--- src/rtl/pu_pkg.sv ---
// pu_pkg: definitions shared by the PU receive path.
//   - Header beat field positions inside the 16-bit in_data word.
//   - Port-number width.
//   - Receiver state encoding.
package pu_pkg;

    // Header beat layout: {addr[15:8], size[7:0]}
    localparam int ADDR_MSB = 15;
    localparam int ADDR_LSB = 8;
    localparam int SIZE_MSB = 7;
    localparam int SIZE_LSB = 0;

    // Payload count width; it follows the size field, so a transfer is at most 255 words.
    localparam int CNT_W  = SIZE_MSB - SIZE_LSB + 1;

    localparam int PORT_W = 4;

    typedef enum logic [1:0] {
        ST_IDLE = 2'd0,
        ST_DATA = 2'd1,
        ST_DROP = 2'd2,
        ST_FIN  = 2'd3
    } pu_state_t;

endpackage

--- src/rtl/pu_recv.sv ---
// pu_recv: one receive port of the PU.
// A transfer is one header beat {addr, size} followed by 'size' payload words.
// When the header names PORT_ID, the payload is written to data memory at
// consecutive addresses. Otherwise the payload is consumed and discarded.
//
// Ports
//   clk, rst_n        clock; asynchronous active-low reset
//   in_valid/in_ready beat handshake; a beat transfers when both are high
//   in_port           destination port, looked at only on the header beat
//   in_data           header beat, then payload words
//   dm_busy           PU owns the data-memory write port this cycle
//   dm_we/addr/wd     registered data-memory write, one cycle after the beat
//   busy              transfer in progress (any state but IDLE)
//   done / dropped    one-cycle end-of-transfer pulse (own / foreign port)
module pu_recv
    import pu_pkg::*;
#(
    parameter logic [PORT_W-1:0] PORT_ID = 4'd0,
    parameter int                AW      = 8
) (
    input  logic              clk,
    input  logic              rst_n,
    input  logic              in_valid,
    output logic              in_ready,
    input  logic [PORT_W-1:0] in_port,
    input  logic [15:0]       in_data,
    input  logic              dm_busy,
    output logic              dm_we,
    output logic [AW-1:0]     dm_addr,
    output logic [15:0]       dm_wd,
    output logic              busy,
    output logic              done,
    output logic              dropped
);

    pu_state_t        state_reg, state_next;
    logic [AW-1:0]    addr_reg;
    logic [CNT_W-1:0] remaining_reg;
    logic             own_reg;

    logic             xfer;
    logic [CNT_W-1:0] hdr_size;
    logic [AW-1:0]    hdr_addr;
    logic             hdr_own;

    assign hdr_size = in_data[SIZE_MSB:SIZE_LSB];
    assign hdr_addr = AW'(in_data[ADDR_MSB:ADDR_LSB]);
    assign hdr_own  = (in_port == PORT_ID);
    assign xfer     = in_valid && in_ready;

    // ------------------------------------------------------------------
    // State register
    // ------------------------------------------------------------------
    always_ff @(posedge clk or negedge rst_n) begin
        if (!rst_n) begin
            state_reg <= ST_IDLE;
        end else begin
            state_reg <= state_next;
        end
    end

    // ------------------------------------------------------------------
    // Next state and handshake
    // ------------------------------------------------------------------
    always_comb begin
        state_next = state_reg;
        in_ready   = 1'b0;
        case (state_reg)
            ST_IDLE: begin
                in_ready = 1'b1;
                if (in_valid) begin
                    if (hdr_size == '0) begin
                        state_next = ST_FIN;
                    end else if (hdr_own) begin
                        state_next = ST_DATA;
                    end else begin
                        state_next = ST_DROP;
                    end
                end
            end
            ST_DATA: begin
                // Only accept a beat when the write port will be free to take it.
                in_ready = ~dm_busy;
                if (in_valid && !dm_busy && remaining_reg == CNT_W'(1)) begin
                    state_next = ST_FIN;
                end
            end
            ST_DROP: begin
                // Discarded beats never touch memory, so dm_busy is irrelevant here.
                in_ready = 1'b1;
                if (in_valid && remaining_reg == CNT_W'(1)) begin
                    state_next = ST_FIN;
                end
            end
            ST_FIN: begin
                state_next = ST_IDLE;
            end
            default: begin
                state_next = ST_IDLE;
            end
        endcase
    end

    // ------------------------------------------------------------------
    // Address / count tracking and the registered memory write
    // ------------------------------------------------------------------
    always_ff @(posedge clk or negedge rst_n) begin
        if (!rst_n) begin
            addr_reg      <= '0;
            remaining_reg <= '0;
            own_reg       <= 1'b0;
            dm_we         <= 1'b0;
            dm_addr       <= '0;
            dm_wd         <= '0;
        end else begin
            dm_we <= (state_reg == ST_DATA) && xfer;

            if (state_reg == ST_IDLE && xfer) begin
                addr_reg      <= hdr_addr;
                remaining_reg <= hdr_size;
                own_reg       <= hdr_own;
            end else if ((state_reg == ST_DATA || state_reg == ST_DROP) && xfer) begin
                // Address wraps naturally at 2^AW.
                addr_reg      <= addr_reg + AW'(1);
                remaining_reg <= remaining_reg - CNT_W'(1);
            end

            if (state_reg == ST_DATA && xfer) begin
                dm_addr <= addr_reg;
                dm_wd   <= in_data;
            end
        end
    end

    // own_reg also covers size-0 headers, which go straight from IDLE to FIN.
    assign busy    = (state_reg != ST_IDLE);
    assign done    = (state_reg == ST_FIN) &&  own_reg;
    assign dropped = (state_reg == ST_FIN) && !own_reg;

endmodule

--- config.mk ---
export PLATFORM = sky130hd
export DESIGN_NAME = pu_recv
export DESIGN_NICKNAME = d
export VERILOG_FILES = /design/src/rtl/pu_pkg.sv /design/src/rtl/pu_recv.sv
export SDC_FILE = /design/constraint.sdc
export NUM_CORES = 1
export LEC_CHECK = 0
export ABC_AREA = 0
export CORE_ASPECT_RATIO = 1.25
export CORE_UTILIZATION = 50
export DETAILED_ROUTE_END_ITERATION = 10
export GPL_TIMING_DRIVEN = 0
export PLACE_DENSITY = 0.86
export SYNTH_ARGS = -nofsm -noshare
export SYNTH_HDL_FRONTEND = slang
export SYNTH_SLANG_ARGS = --single-unit
--- constraint.sdc ---
create_clock -name clk -period 2.05 [get_ports clk]
set_input_delay 0.41 -clock clk [delete_from_list [all_inputs] [get_ports clk]]
set_output_delay 0.41 -clock clk [all_outputs]
set_load 0.02 [all_outputs]
Word level (Yosys, flattened, before mapping)
Cells that the tools add are included.
Cells by class
  $add $sub $neg: 2
  equality and inequality tests: 7
  muxes and demuxes: 11
  bitwise logic cells: 1
  reductions and logical operators: 19
Operators with widths (number)
  $mux 8: 4
  $mux 2: 5
  $logic_and 1x1->1: 9
  $add 8x1->8 const B: 1
  $eq 8x1->1 const B: 1
  $logic_not 8->1: 1
  $pmux 2 s4: 1
  $sub 8x1->8 const B: 1
  $ne 2x2->1 const B: 3
  $eq 2x2->1 const B: 2
  $logic_not 4->1: 1
  $reduce_bool 2->1: 2
  $reduce_and 3->1: 1
  $eq 2x1->1 const B: 1
  $logic_not 1->1: 2
  $logic_not 2->1: 1
  $pmux 1 s2: 1
  $reduce_or 2->1: 1
  $logic_or 1x1->1: 1
  $not 1->1: 1
Word-level totals
  register bits after elaboration: 44
  input bits: 24
  logic and storage cells: 47

Depth between registers and ports, before layout
Gate-level depths: netlist (run 1).
  depth in word-level cells: 7
  gate-level depth with buffers: 8

Worst setup path before layout (run 1)
OpenSTA, ideal clock, no wires.
  path kind: register -> register
  start point: reg state_reg[0]
  end point: reg dm_addr[0]
  arrival time: 2023 ps
  data required time: 1925 ps
  setup slack: -98 ps
  stages on the path, launching flop included: 9
  path through: dfrtp_1 -> inv_1 -> ha_1 -> nor2_4 -> a21oi_1 -> and3_1 -> buf_6 -> buf_12 -> mux2_4
Between the ends
  cells in the longest elaborated chain, start to end: 5
  elaborated cells on any way between the ends: 7
RTL lines
  start: declaration: RTL line pu_recv.sv:36  | pu_state_t state_reg, state_next;
  start signal: assignment: RTL line pu_recv.sv:58  | state_reg <= state_next;
  $eq 2x2->1 or $logic_not 2->1 (tied branches): RTL line pu_recv.sv:68  | case (state_reg)
  $reduce_or 2->1 (no line)
  $pmux 1 s2 (*): RTL line pu_recv.sv:68
  via in_ready: RTL line pu_recv.sv:24  | output logic in_ready,
  $logic_and 1x1->1 (*): RTL line pu_recv.sv:49  | assign xfer = in_valid && in_ready;
  $logic_and 1x1->1 (*): RTL line pu_recv.sv:128  | if (state_reg == ST_DATA && xfer) begin
  end signal: assignment: RTL line pu_recv.sv:129  | dm_addr <= addr_reg;
  end: declaration: RTL line pu_recv.sv:29  | output logic [AW-1:0] dm_addr,
Mark *: on every way through the listed nets, which the timed path passes. The rest lies on a longest branch.
A chain may end at the register's enable or synchronous reset.

Final worst setup path (run 1)
  start point: reg state_reg[0]
  end point: reg dm_wd[4]
Between the ends
  cells in the longest elaborated chain, start to end: 5
  elaborated cells on any way between the ends: 7
RTL lines
  $eq 2x2->1 or $logic_not 2->1 (tied branches): RTL line pu_recv.sv:68
  $reduce_or 2->1 (no line)
  $pmux 1 s2: RTL line pu_recv.sv:68
  $logic_and 1x1->1: RTL line pu_recv.sv:49
  $logic_and 1x1->1 (*): RTL line pu_recv.sv:128
  end signal: assignment: RTL line pu_recv.sv:130  | dm_wd <= in_data;
  end: declaration: RTL line pu_recv.sv:30  | output logic [15:0] dm_wd,
Mark *: on every way between the ends. The rest lies on a longest branch, timed or not.

==> out/results.txt, run 1 <==
Drt drc: 0
Synth-to-layout area growth: 32.6%
CP Data Required Time: 2.23 ns
FF-to-FF End: dm_wd[4]
Clock sink count: 44
Hold slack final: 0.0828 ns
Initial core utilization: 52.2%
RSZ-0062 raised after global routing: no
Crit end category: flop
Final Hold Viols: 0
DRT Pass-1 Iters: 4
Layout cells sized above 1: 20.8%
Count of non-filler cells in the finished layout: 308
Number of global-route vias before repair: 1643
FF-to-FF Start: state_reg[0]
Cell variety after synth: 39
Hold_buf cts: 0
Worst path arrival time: 2.12 ns
Post-DRT Antenna Nets: 0
F_max: 514 MHz
Tmin final: 1.95 ns
Clock power share: 12.8%
Outcome: complete, no violations
Post-Syn Area: 2290 µm²
Final GP Congestion: 0.863
Worst slew pin tran: 0.540 ns
Area of the core: 4390 µm²
Largest net degree at the start of global routing: 25
Sw power: 0.00174 W
Most frequent cells in the layout: clkdlybuf4s50_1, dfrtp_1, mux2_4, nand2_1, o21ai_1
Slew Limit Headroom: 64.0%
CP max FO: 10
I/O pin cnt: 53
FF-to-FF setup slack: 0.10 ns
Die width: 62.6 µm
Worst hold path type: in2async
Violation count after the first detailed-routing iteration: 55
Num CTS Buffers: 5
I/O Buffers: 51
Reg2reg path depth: 8
Logic gate share of total power: 51.6%
CP cell instances: inv_2 > ha_1 > nor2_4 > a21oi_2 > and3_1 > buf_6 > buf_12 > mux2_4
Critical path buffers and inverters: 3
Num rows: 27
Diodes inserted: 0
Flop pwr share: 35.6%
Die ar.: 4860 µm²
P_int: 0.00283 W
WL per Instance: 15.3 µm
Clk root buf: clkbuf_8
Clock Tree Buf Depth: 2
CTS tree: yes
# setup viols final: 0
Fin nets: 283
Antenna violations before repair: 0
Sw Ratio: 38.1%
H-Tree Depth: 2
Most flop-heavy register: dm_wd
Leakage: 1.27 nW
Final Skew: 0.00978 ns
Placed Cells: 298
First-pass GRT wire length: 8030 µm
Peak supply drop: 1.00 mV
Register area share after synthesis: 48.0%
Commonest non-fill, non-tap cell in the layout: clkdlybuf4s50_1
CP max stage delay: 0.48 ns
Syn Nets: 221
Vias: 1665
Mean Syn Cell Area: 12.2 µm²
Setup TNS: 0 ns
Max Cap Violations: 0
Kind of critical path: reg2reg
Register clock-pin slew on the reported worst setup and hold paths: 0.08 ns
Final period util: 94.9%
Clock Latency Late Sink: 0.30 ns
Tot GR Track Use: 21.3%
Drt total wl: 4710 µm
Chip Height: 77.7 µm
Placed wire-length estimate: 3340 µm
Synthesized flop and latch total: 44
Syn Inst Count: 188
Vias/cell: 5.41
Pins Over Slew Limit: 0
Critical path startpoint category: flop
Slowest CP cell: dfrtp_1
Top cell family by delay on the critical path: flip-flops
Remaining global-route overflow: 0
Max reg flops: 16
Pwr per Cell Area: 1500 nW/µm²
YS warnings: 0
==> layout make-up <==
type | instances | area (µm²)
Tap cell | 58 | 72.6
Buffer | 7 | 78.8
Clock buffer | 7 | 96.3
Timing Repair Buffer | 55 | 547
Sequential cell | 44 | 1100
Multi-Input combinational cell | 131 | 1120
Inverter | 6 | 22.5
Fill cell | 333 | 1350
==> worst max path at each step <==
| stage | start | to | slack [ns] | depth (start not counted) |
|---|---|---|---|---|
| floorplan | state_reg[0] | dm_addr[0] | 0.04 | 8 |
| global placement | rst_n | dm_we | -0.61 | 1 |
| detailed placement | dm_busy | in_ready | -0.19 | 4 |
| CTS | state_reg[0] | addr_reg[4] | 0.04 | 8 |
| global route | state_reg[0] | busy | 0.03 | 4 |
| finish | state_reg[0] | dm_wd[4] | 0.10 | 8 |
==> metrics by stage <==
| stage | cell area [µm²] | worst slack [ns] | total power [W] | utilization [%] |
|---|---|---|---|---|
| floorplan | 2300 | 0.0380 | 0.00308 | - |
| global placement | 2880 | -0.606 | 0.00386 | 65.6 |
| detailed placement | 2900 | -0.188 | 0.00394 | 66.1 |
| CTS | 3000 | 0.0444 | 0.00451 | 68.2 |
| global route | 3040 | 0.0267 | 0.00487 | 69.2 |
| finish | 3040 | 0.104 | 0.00457 | 69.2 |
==> power groups by stage <==
| stage | Clock (W) | Combinational [W] | Sequential [W] |
|---|---|---|---|
| CTS | 0.000596 | 0.00228 | 0.00163 |
| floorplan | 0 | 0.00122 | 0.00186 |
| finish | 0.000584 | 0.00236 | 0.00163 |
| global placement | 0 | 0.00224 | 0.00162 |
| global route | 0.000635 | 0.00254 | 0.00170 |
| detailed placement | 0 | 0.00230 | 0.00164 |
==> per-layer routing <==
metal | track usage, % | up-vias | part of all wire (%)
met1 | 27.7 | 807 | 44
met5 | 0 | - | 0
met3 | 5.00 | 11 | 4.2
met2 | 34.0 | 53 | 49
li1 | - | 794 | -
met4 | 9.07 | 0 | 2.4
==> what timing repair did <==
| action | CTS | global route |
|---|---|---|
| setup buffers | 0 | 3 |
| gates resized for setup | 9 | 5 |
| pin swaps | 0 | 1 |
| endpoints found under the setup margin | 11 | 31 |
==> synthesized netlist by cell type, drive strengths merged <==
cell type	count	area [µm²]
nor2	7	33.8
xnor2	2	17.5
o211ai	1	7.51
mux2	26	364
a21oi	6	33.8
or4	1	7.51
ha	9	113
mux2i	2	20.0
o22ai	3	18.8
nor3	4	20.0
nand4	3	25.0
nor4	3	33.8
nand2b	1	6.26
o221ai	1	8.76
xor2	11	96.3
inv	6	22.5
a211oi	1	20.0
dfrtp	44	1100
nand2	15	58.8
a21boi	1	7.51
nand3	6	30.0
nor2b	2	12.5
a22oi	8	60.1
buf	6	75.1
and3	4	25.0
o21ai	13	65.1
and2	1	6.26
clkbuf	1	3.75
==> kinds of logic (layout without fill, tap and decap cells) <==
group | Yosys count | after routing | share of synthesized area [%]
multiplexers | 28 | 28 | 16.7
buffers and inverters | 13 | 75 | 4.42
AO/OA/AOI/OAI | 34 | 34 | 9.66
flip-flops | 44 | 44 | 48.0
AND/OR/NAND/NOR | 47 | 47 | 11.3
XOR/XNOR | 13 | 13 | 4.96
adder cells (fa/ha/maj) | 9 | 9 | 4.91
Power figures use the tool's default switching activity.
==> run 2: changes to the inputs <==
CORE_ASPECT_RATIO = unset   (was 1.25)
CORE_UTILIZATION = 40   (was 50)
PLACE_DENSITY = 0.72   (was 0.86)
clock period = 2.4 ns   (was 2.05 ns; I/O delays follow)
==> run 2 against run 1 <==
- design area decreased by 0.49%
- combinational power decreased by 18%
- non-clock buffer count decreased by 3
- register-to-register slack improved by 0.29 ns
- die area increased by 24%
- worst hold slack got worse by 0.020 ns
- power decreased by 14%
- sequential power decreased by 15%
- clock skew decreased by 0.0015 ns
- via count decreased by 2.0%
- critical path depth decreased by 4
- wire length decreased by 2.6%
- critical endpoint is now busy
==> out/results.txt, run 2 (synthesized netlist as in run 1, its figures left out) <==
CTS tree: yes (unchanged)
Register clock-pin slew on the reported worst setup and hold paths: 0.09 ns (was 0.08 ns)
Kind of critical path: reg2out (was reg2reg)
Vias: 1632 (was 1665)
Drt drc: 0 (unchanged)
First-pass GRT wire length: 7960 µm (was 8030 µm)
Drt total wl: 4590 µm (was 4710 µm)
Final period util: 95.2%
CP Data Required Time: 1.92 ns (was 2.23 ns)
Reg2reg path depth: 8 (unchanged)
I/O Buffers: 51 (unchanged)
Leakage: 1.26 nW (was 1.27 nW)
Remaining global-route overflow: 0 (unchanged)
CP max FO: 6 (was 10)
Pins Over Slew Limit: 0 (unchanged)
Initial core utilization: 41.6% (was 52.2%)
Top cell family by delay on the critical path: buffers and inverters (was flip-flops)
Max reg flops: 16 (unchanged)
Hold slack final: 0.0628 ns (was 0.0828 ns)
Tot GR Track Use: 16.7% (was 21.3%)
Antenna violations before repair: 0 (unchanged)
Crit end category: output port (was flop)
Number of global-route vias before repair: 1664 (was 1643)
Vias/cell: 5.10 (was 5.41)
Final Skew: 0.00833 ns (was 0.00978 ns)
Area of the core: 5510 µm² (was 4390 µm²)
H-Tree Depth: 2 (unchanged)
Die ar.: 6040 µm² (was 4860 µm²)
Clock Tree Buf Depth: 2 (unchanged)
Most frequent cells in the layout: clkdlybuf4s50_1, dfrtp_1, mux2_4, nand2_1, o21ai_1 (unchanged)
Diodes inserted: 0 (unchanged)
Worst path arrival time: 1.80 ns (was 2.12 ns)
FF-to-FF End: dm_addr[4] (was dm_wd[4])
WL per Instance: 14.3 µm (was 15.3 µm)
Outcome: complete, no violations (unchanged)
F_max: 438 MHz
CP cell instances: inv_1 > ha_2 > inv_2 > clkdlybuf4s50_1 (was inv_2 > ha_1 > nor2_4 > a21oi_2 > and3_1 > buf_6 > buf_12 > mux2_4)
Slowest CP cell: clkdlybuf4s50_1 (was dfrtp_1)
Fin area: 3030 µm² (was 3040 µm²)
Worst hold path type: in2async (unchanged)
Critical path startpoint category: flop (unchanged)
Largest net degree at the start of global routing: 33 (was 25)
# setup viols final: 0 (unchanged)
DRT Pass-1 Iters: 4 (unchanged)
Max Cap Violations: 0 (unchanged)
RSZ-0062 raised after global routing: no (unchanged)
Clock Latency Late Sink: 0.30 ns (about the same)
Setup TNS: 0 ns (unchanged)
I/O pin cnt: 53 (unchanged)
Die width: 77.7 µm (was 62.6 µm)
Worst slew pin tran: 0.532 ns (was 0.540 ns)
Most flop-heavy register: dm_wd (unchanged)
Commonest non-fill, non-tap cell in the layout: clkdlybuf4s50_1 (unchanged)
Hold_buf cts: 0 (unchanged)
Slew Limit Headroom: 64.4% (was 64.0%)
FF-to-FF setup slack: 0.39 ns (was 0.10 ns)
CP max stage delay: 0.61 ns (was 0.48 ns)
Synth-to-layout area growth: 31.9% (was 32.6%)
Final GP Congestion: 0.891 (was 0.863)
Violation count after the first detailed-routing iteration: 67 (was 55)
Post-CTS Setup Repair Bufs: 0 (unchanged)
Critical path buffers and inverters: 3 (unchanged)
Layout cells sized above 1: 17.7% (was 20.8%)
Clk root buf: clkbuf_8 (unchanged)
Dpl cell area: 2910 µm² (was 2900 µm²)
Post-DRT Antenna Nets: 0 (unchanged)
Pwr per Cell Area: 1290 nW/µm² (was 1500 nW/µm²)
Chip Height: 77.7 µm (unchanged)
Final Hold Viols: 0 (unchanged)
Placed wire-length estimate: 3390 µm (was 3340 µm)
Tmin final: 2.28 ns
Num CTS Buffers: 5 (unchanged)
FF-to-FF Start: state_reg[1] (was state_reg[0])
Num rows: 27 (unchanged)
Clock sink count: 44 (unchanged)
Fin nets: 280 (was 283)
Fill count: 478 (was 333)
Peak supply drop: 0.627 mV (was 1.00 mV)
## run 2: cell types whose count changed in the layout (fill, tap and decap cells not counted), sizes merged
cell,before,now
buf,12,8
bufinv,0,1
clkbuf,8,6
clkdlybuf4s50,46,49
clkinvlp,0,1
dlygate4sd2,3,1
inv,6,7
## run 2: worst max-delay path by stage
| stage | startpoint | to | cells past startpoint |
|---|---|---|---|
| 2_1_floorplan | state_reg[0] | dm_addr[0] | 8 |
| 3_3_place_gp | rst_n | dm_we | 1 |
| 3_5_place_dp | dm_busy | in_ready | 4 |
| 4_1_cts | state_reg[0] | busy | 4 |
| 5_1_grt | state_reg[0] | busy | 4 |
| 6_report | state_reg[0] | busy | 4 |
## run 2: timing repair
action	4_1_cts	5_1_grt
setup endpoints to repair	1	0
resized for setup	2	0
endpoints found under the hold margin	0	0
## run 2: stage by stage
stage | instances | utilization (%) | power, W | setup slack (ns)
4_1_cts | 320 | 54.9 | 0.00395 | 0.0968
3_5_place_dp | 312 | 52.8 | 0.00336 | -0.0571
5_1_grt | 320 | 54.9 | 0.00418 | 0.0205
3_3_place_gp | 311 | 52.6 | 0.00330 | -0.326
2_1_floorplan | 188 | - | 0.00262 | 0.252
6_report | 320 | 54.9 | 0.00391 | 0.116
## run 2: layout make-up
cell class / count / area (µm²) / share of cell area [%]
repair buffers: 52 / 524 / 17.3
multi-input cells: 131 / 1090 / 36.1
plain buffers: 7 / 78.8 / 2.61
clock buffers: 5 / 68.8 / 2.27
well taps: 72 / 90.1 / 2.98
flip-flops and latches: 44 / 1100 / 36.4
inverters: 6 / 22.5 / 0.744
clock inverters: 3 / 46.3 / 1.53
## run 2: routing by layer
layer | vias up | global-route usage (%) | part of all wire, %
met5 | - | 0 | 0
met4 | 0 | 4.53 | 1.1
met3 | 4 | 3.65 | 4.9
met2 | 49 | 27.7 | 47
met1 | 791 | 22.0 | 47
li1 | 788 | - | -
## run 2: worst register-to-register path, stage by stage (launching register included)
cell and delay (ns):
dfrtp_1 0.43, inv_1 0.12, ha_1 0.21, nand2b_1 0.12, a21oi_1 0.22, and3_1 0.19
buf_6 0.16, buf_12 0.15, mux2_4 0.30
## run 2: power breakdown
part | switching (W) | total [W] | internal, W
Combinational | 0.000904 | 0.00194 | 0.00103
Clock | 0.000275 | 0.000589 | 0.000314
Sequential | 0.000299 | 0.00139 | 0.00109
==> run 3: changes to the inputs <==
SKIP_CTS_REPAIR_TIMING = 1   (was unset)
==> run 3 against run 2 <==
- via count is the same
- critical path depth is the same
- sequential power is essentially flat
- clock skew is the same
- combinational power is essentially flat
- register-to-register slack is essentially flat
- global-route usage is the same
- non-clock buffer count is the same
- wire length is essentially flat
- worst setup slack is essentially flat
==> out/results.txt, run 3 (synthesized netlist as in run 1, its figures left out) <==
Sw power: 0.00148 W (about the same)
Commonest non-fill, non-tap cell in the layout: clkdlybuf4s50_1 (unchanged)
Area of the multi-input gates: 1090 µm² (unchanged)
CTS tree: yes (unchanged)
Placed wire-length estimate: 3390 µm (unchanged)
Vias: 1632 (unchanged)
Synth-to-layout area growth: 32.1% (was 31.9%)
First-pass GRT wire length: 7960 µm (unchanged)
Max reg flops: 16 (unchanged)
Tot GR Track Use: 16.7% (unchanged)
Placed Cells: 312 (unchanged)
Drt drc: 0 (unchanged)
Number of global-route vias before repair: 1664 (unchanged)
Clock power share: 15.0% (was 15.1%)
Area of the core: 5510 µm² (unchanged)
Largest net degree at the start of global routing: 33 (unchanged)
Clock Tree Buf Depth: 2 (unchanged)
# setup viols final: 0 (unchanged)
Crit end category: output port (unchanged)
Post-DRT Antenna Nets: 0 (unchanged)
Register clock-pin slew on the reported worst setup and hold paths: 0.09 ns (about the same)
Reg2reg path depth: 8 (unchanged)
Critical path buffers and inverters: 3 (unchanged)
Violation count after the first detailed-routing iteration: 67 (unchanged)
WL per Instance: 14.3 µm (about the same)
Leakage: 1.26 nW (about the same)
RSZ-0062 raised after global routing: no (unchanged)
I/O Buffers: 51 (unchanged)
Worst hold path type: in2async (unchanged)
Vias/cell: 5.10 (unchanged)
Num CTS Buffers: 5 (unchanged)
Outcome: complete, no violations (unchanged)
Initial core utilization: 41.6% (unchanged)
Final Hold Viols: 0 (unchanged)
Logic gate share of total power: 49.6% (was 49.5%)
Diodes inserted: 0 (unchanged)
Pwr per Cell Area: 1290 nW/µm² (about the same)
H-Tree Depth: 2 (unchanged)
F_max: 438 MHz (about the same)
Fin nets: 280 (unchanged)
Die width: 77.7 µm (unchanged)
Most flop-heavy register: dm_wd (unchanged)
Num rows: 27 (unchanged)
CP max FO: 6 (unchanged)
CP max stage delay: 0.61 ns (about the same)
Count of non-filler cells in the finished layout: 320 (unchanged)
Sw Ratio: 37.7% (was 37.8%)
Fin area: 3030 µm² (about the same)
Dpl cell area: 2910 µm² (unchanged)
Final Skew: 0.00833 ns (unchanged)
Pins Over Slew Limit: 0 (unchanged)
Final period util: 95.2% (about the same)
Top cell family by delay on the critical path: buffers and inverters (unchanged)
Antenna violations before repair: 0 (unchanged)
Worst slew pin tran: 0.532 ns (unchanged)
P_int: 0.00244 W (was 0.00243 W)
Layout cells sized above 1: 17.7% (unchanged)
Die ar.: 6040 µm² (unchanged)
Flop pwr share: 35.4% (about the same)
Clk root buf: clkbuf_8 (unchanged)
Drt total wl: 4590 µm (about the same)
I/O pin cnt: 53 (unchanged)
Clock Latency Late Sink: 0.30 ns (about the same)
Final GP Congestion: 0.891 (unchanged)
Fill count: 477 (was 478)
Worst path arrival time: 1.80 ns (about the same)
Tmin final: 2.28 ns (about the same)
Sequential cell area: 1100 µm² (unchanged)
Chip Height: 77.7 µm (unchanged)
Remaining global-route overflow: 0 (unchanged)
CP Data Required Time: 1.92 ns (about the same)
Worst path depth: 4 (unchanged)
Most frequent cells in the layout: clkdlybuf4s50_1, dfrtp_1, mux2_4, nand2_1, o21ai_1 (unchanged)
Peak supply drop: 0.627 mV (about the same)
Slowest CP cell: clkdlybuf4s50_1 (unchanged)
Kind of critical path: reg2out (unchanged)
CP cell instances: inv_1 > ha_2 > inv_2 > clkdlybuf4s50_1 (unchanged)
Slew Limit Headroom: 64.4% (unchanged)
DRT Pass-1 Iters: 4 (unchanged)
Clock sink count: 44 (unchanged)
Max Cap Violations: 0 (unchanged)
Critical path startpoint category: flop (unchanged)
==> run 3: cell types whose count changed in the layout (fill, tap and decap cells not counted), sizes merged <==
cell          delta
dlymetal6s2s     +1
dlygate4sd2      -1
==> run 3: worst paths after layout <==
kind | slack [ns] | startpoint | endpoint
max in group asynchronous | 1.86 | rst_n | remaining_reg[0]
setup reg to reg | 0.39 | state_reg[1] | dm_addr[4]
setup / recovery | 0.12 | state_reg[0] | busy
hold / removal | 0.06 | rst_n | dm_wd[7]
min in group clk | 0.49 | dm_wd[10] | dm_wd[10]
hold reg to reg | 0.49 | dm_wd[10] | dm_wd[10]
==> run 3: power by group through the flow <==
stage | sequential (W) | combinational (W) | clock, W
finish | 0.00139 | 0.00194 | 0.000589
floorplan | 0.00159 | 0.00103 | 0
global placement | 0.00139 | 0.00191 | 0
global route | 0.00144 | 0.00211 | 0.000639
detailed placement | 0.00140 | 0.00195 | 0
CTS | 0.00139 | 0.00196 | 0.000601
==> run 3: layout make-up <==
cell class,count,share of cell area (%)
Buffer,7,2.60
Clock buffer,5,2.27
Clock inverter,3,1.53
Inverter,6,0.743
Multi-Input combinational cell,131,36.1
Sequential cell,44,36.3
Tap cell,72,2.97
Timing Repair Buffer,52,17.4
==> run 3: layer usage <==
layer	GRT usage, %	part of all wire, %	vias to the layer above
li1	-	-	788
met1	22.0	47	791
met2	27.7	47	49
met3	3.65	4.9	4
met4	4.53	1.1	0
met5	0	0	-
==> run 3: through the flow <==
| stage | TNS, ns | total power (W) | hold WS, ns | utilization (%) | setup WS (ns) |
|---|---|---|---|---|---|
| detailed placement | -0.0571 | 0.00336 | 0.401 | 52.8 | -0.0571 |
| global route | 0 | 0.00419 | 0.0768 | 55.0 | 0.0205 |
| finish | 0 | 0.00392 | 0.0628 | 55.0 | 0.116 |
| floorplan | 0 | 0.00262 | 0.184 | - | 0.252 |
| CTS | -0.206 | 0.00395 | 0.0636 | 54.9 | -0.206 |
| global placement | -14.28 | 0.00330 | 0.471 | 52.6 | -0.326 |
